<file path="src/rtl/sumador_sat.sv">
// ============================================================================
// Module   : sumador_sat
// Brief    : Registered signed 2N-bit adder with overflow detection.
//            Define SUMADOR_SAT_EN to clamp overflowing results to the
//            most-positive / most-negative value; otherwise results wrap.
// Revision : 1.0 - initial release
// ============================================================================
`default_nettype none

module sumador_sat #(
  parameter int N = 24
) (
  input  logic            clk,
  input  logic            rst,
  input  logic            in_valid,
  input  logic [2*N-1:0]  Multiplica,
  input  logic [2*N-1:0]  Sum_ext,
  output logic [2*N-1:0]  Suma_G,
  output logic            out_valid,
  output logic            ovf,
  output logic            ovf_sticky
);

  localparam int W = 2 * N;
  localparam logic [W-1:0] MAX_POS = {1'b0, {(W-1){1'b1}}};
  localparam logic [W-1:0] MAX_NEG = {1'b1, {(W-1){1'b0}}};

  logic [W:0]   sum_full;
  logic         overflow;
  logic [W-1:0] result;

  // One guard bit: the two top bits disagree only when same-sign operands
  // produce a result of the opposite sign.
  assign sum_full = {Multiplica[W-1], Multiplica} + {Sum_ext[W-1], Sum_ext};
  assign overflow = sum_full[W] ^ sum_full[W-1];

`ifdef SUMADOR_SAT_EN
  always_comb begin
    result = sum_full[W-1:0];
    if (overflow) begin
      result = sum_full[W] ? MAX_NEG : MAX_POS;
    end
  end
`else
  always_comb begin
    result = sum_full[W-1:0];
  end
`endif

  always_ff @(posedge clk) begin
    if (rst) begin
      Suma_G     <= '0;
      out_valid  <= 1'b0;
      ovf        <= 1'b0;
      ovf_sticky <= 1'b0;
    end else begin
      out_valid <= in_valid;
      if (in_valid) begin
        Suma_G <= result;
        ovf    <= overflow;
        if (overflow) begin
          ovf_sticky <= 1'b1;
        end
      end
    end
  end

endmodule

`default_nettype wire

</file>
<file path="config.mk">
export PLATFORM = sky130hd
export DESIGN_NAME = sumador_sat
export DESIGN_NICKNAME = d
export VERILOG_FILES = /design/src/rtl/sumador_sat.sv
export SDC_FILE = /design/constraint.sdc
export NUM_CORES = 1
export LEC_CHECK = 0
export CAP_MARGIN = 20
export CORE_MARGIN = 8
export CORE_UTILIZATION = 35
export DETAILED_ROUTE_END_ITERATION = 16
export PLACE_DENSITY = 0.68
export SYNTH_ARGS = -nofsm -noshare
export SYNTH_HDL_FRONTEND = slang
export SYNTH_SLANG_ARGS = --single-unit
</file>
<file path="constraint.sdc">
create_clock -name clk -period 2.5 [get_ports clk]
set_input_delay 0.5 -clock clk [delete_from_list [all_inputs] [get_ports clk]]
set_output_delay 0.5 -clock clk [all_outputs]
set_load 0.1 [all_outputs]
</file>
* Word level (Yosys, flattened, before mapping)
Index checks and enable logic that the tools add are counted.
Word-level totals: flip-flop bits (word level) 51, latch bits 0, bits in writable memories 0, memory bits (read-only) 0, input port bits 99, memories 0
Operators by class: $add $sub $neg 1, multiply operators 0, div/mod/pow operators 0, magnitude comparators 0, equal/unequal tests 0, shift operators 0, multiplexer cells 0, bitwise gates (word level) 1, reduce and logical (&&, ||, !) cells 1
Operator list (number):
- adder 48 x 48 -> 49 bit | 1
- AND reduction 2 bit | 1
- bitwise XOR 1 bit | 1

* Logic depth before layout (Yosys ltp)
depth in word-level cells 3, mapped depth 10, mapped depth without buffers 10

* Worst setup path before layout
OpenSTA, ideal clock, no wires.
path type input-to-reg, from input Multiplica[8], to register Suma_G[47], library setup time 0.086 ns, arrival 2.618 ns, slack -0.204 ns, stages on the path 10, cell sequence ha_1 -> buf_6 -> a21o_1 -> a221o_1 -> o311a_1 -> nor3_2 -> o41ai_1 -> a21o_1 -> xnor2_1 -> a211oi_1
Between the ends: cells in the longest elaborated chain, start to end 1
Ends and longest elaborated chain:
- from (decl) | RTL line 16 | input logic [2*N-1:0] Multiplica,
- adder 48 x 48 -> 49 bit | RTL line 34 | assign sum_full = {Multiplica[W-1], Multiplica} + {Sum_ext[W-1], Sum_ext};
- to (signal assigned) | RTL line 59 | Suma_G <= result;
- to (decl) | RTL line 18 | output logic [2*N-1:0] Suma_G,
Every way passes these cells. A chain may end at the register's enable or synchronous reset.

* Worst setup path in the final report
from input Sum_ext[8], to register Suma_G[47]
Between the ends: cells in the longest elaborated chain, start to end 1
Ends and longest elaborated chain:
- from (decl) | RTL line 17 | input logic [2*N-1:0] Sum_ext,
- adder 48 x 48 -> 49 bit | RTL line 34
Every way passes these cells.

==> results_dict.tcl <==
set metrics [dict create \
    min-delay-path-class "reg -> reg" \
    place_congestion 0.939 \
    synth_edf_count 0 \
    die_w_um 132 \
    grt.total_usage 0.219 \
    wl_per_cell_um 18.4 \
    arrival_ps 2800 \
    cts_sinks 51 \
    cts_buffer_depth 2 \
    ys_seq_area_frac 0.217 \
    critPathKind "in -> reg" \
    die-height_um 132 \
    vdd_ir_drop_max_v 0.000291 \
    synthTopCellsByArea "dfxtp_1 (22%), ha_1 (13%), a21oi_1 (6.9%)" \
    critPathLaunchType "primary input" \
    fill_cells 1040 \
    post-route-period-util 1.02 \
    finalSetupViolations 2 \
    slew_headroom 0.677 \
    final_cell_mix "buf_4 (226), nand2_1 (70), nor2_1 (58), dfxtp_1 (51), a21oi_1 (48)" \
    place_hpwl_um 14500 \
    async_reset_ff_frac 0 \
    synth_warnings 0 \
    violations "setup timing" \
    final_common_cell "buf_4" \
    dr.pass1.iters 5 \
    io_pins 150 \
    syn_nets 765 \
    crit_fanout 4 \
    h-tree-depth 2 \
    fin_worst_skew_ps 0 \
    die-area_um2 17400 \
    crit_required_ps 2740 \
    cts_tree "done" \
    finalInstanceArea_um2 8660 \
    outcome "complete, but fails checks" \
    min_period_ps 2560 \
    layout_setup_ws_ps -55.3 \
    synth_top_cell_by_area "dfxtp_1" \
    grt_pass1_vias 6391 \
    crit_family "compound AO/OA/AOI/OAI gates" \
    synthesis.area_um2 4700 \
    core-area_um2 13200 \
    overflow 0 \
    drt_iter0_drc 271 \
    layout.nets 1079 \
    worst_path_most_repeated_cell "buf_6" \
    grt_setup_unrepaired "true" \
    slowest_stage "nor4_4" \
    synth_cell_types 69 \
    max_freq_mhz 391 \
    hold_violations 0 \
    fin_tns_setup_ps -86.8 \
    path_cells "buf_6 > ha_4 > buf_6 > nand4_1 > nor4_4 > o311a_4 > nor3_4 > buf_12 > o41ai_4 > a21o_1 > xnor2_2 > a211oi_2" \
    slowest_delay_ps 420 \
    leakage_nw 3.93 \
    startpoint "Sum_ext[8]" \
    routed_wl_um 20400 \
    max-cap-violations 0 \
    instances_no_fill 1108 \
    place_area_um2 7310 \
    clk_pin_slew_ps 80 \
    viasPerCell 5.46 \
    vias 6051 \
    report.final.slew_viol_count 0 \
    clkLatencyLatePin_ps 300 \
    r2r_slack_ps 1670 \
    antenna_cells 0 \
    netlist_instances 617 \
    hp-start "Suma_G[30]" \
    grt_antenna_before_repair 0 \
    p_per_area_nw_per_um2 495 \
    regToRegStartpoint "Suma_G[42]" \
    worst_pin_slew_ps 485 \
    syn_area_per_cell_um2 7.62 \
    numPlacedInstances 1050 \
    drc 0 \
    cp_num_buf_inv 3 \
    drive_gt1_frac 0.428 \
    grt_pass1_wl_um 31700 \
    start_util 0.356 \
    crit_path_end_kind "register" \
    cts_buffers 5 \
    ys_ff_latch 51 \
    yosysTopAreaCellShare 0.217 \
    syn_to_final_growth_pct 84.3 \
    rows 42 \
    grt_max_degree 57 \
    ys.flop_type "dfxtp_1" \
    root_buffer "clkbuf_16" \
    io_buffers 149 \
    antenna_left 0 \
]
==> repair_timing <==
item	in CTS	in global routing
buffers inserted	37	17
pin swaps	82	67
hold buffers	0	0
resized for setup	221	79
endpoints found under the setup margin	36	27
==> routing by layer <==
metal  wire [um]  global-route usage
met1        8480               0.246
met2       10400               0.397
met3         951              0.0488
met4         522              0.0779
met5           0                   0
==> final cells by class <==
cell class / instances / area [um2] / area share
well taps: 176 / 220 / 0.0254
flip-flops and latches: 51 / 1020 / 0.118
clock buffers: 8 / 156 / 0.0181
repair buffers: 342 / 2820 / 0.326
inverters: 7 / 26.3 / 0.00303
multi-input cells: 524 / 4420 / 0.510
==> sequential cells by signal, indices dropped and copies added (netlist names) <==
| register | flops |
|---|---|
| out_valid | 1 |
| Suma_G | 48 |
| ovf_sticky | 1 |
| ovf | 1 |
==> synthesized netlist by cell type (all sizes together) (4+ instances only) <==
cell and n:
a311o 5, buf 10, a2111o 4, clkbuf 25, xnor2 20, o21ai 27
nor2b 4, xor2 7, nor2 63, o221ai 8, a211oi 11, a31oi 8
nand2 73, o21bai 7, ha 48, and2 11, nand4 11, a21oi 67
a21o 29, or3 12, nor3 9, a211o 4, o22ai 4, mux2i 17
and3 13, inv 7, nand3 19, dfxtp 51
==> per-stage QoR <==
stage               power, mW  setup WS, ps  hold slack (ps)  utilization
CTS                      4.17         -58.2              473        0.632
detailed placement       3.17          -837              462        0.555
finish                   4.29         -55.3              479        0.657
global route             4.48          -101              493        0.657
floorplan                2.38         -71.9              770            -
global placement         3.14          -795              456        0.555
==> worst reg2reg max path: stages (launching register included) <==
cell and delay, ps:
dfxtp_1 340, and3_1 170, a211o_1 220
==> worst paths after layout <==
| path | to | cells after the start |
|---|---|---|
| worst max-delay path | Suma_G[47] | 12 |
| worst min register to register | Suma_G[30] | 2 |
| worst min-delay path | Suma_G[30] | 2 |
| worst max register to register | Suma_G[42] | 2 |
==> power breakdown <==
part	internal (mW)	switching [mW]	total [mW]
Sequential	0.902	0.0565	0.959
Clock	0.429	0.352	0.781
Combinational	1.04	1.51	2.55
Total	2.37	1.92	4.29
==> cells by family after synthesis <==
| group | synth area share |
|---|---|
| and+or+nand+nor | 0.228 |
| AOI/OAI and AO/OA | 0.298 |
| DFF | 0.217 |
| adders and majority gates | 0.132 |
| buffers and inverters | 0.0381 |
| xor gates and xnor gates | 0.0503 |
| muxes | 0.0362 |
Power figures use the tool's default switching activity.
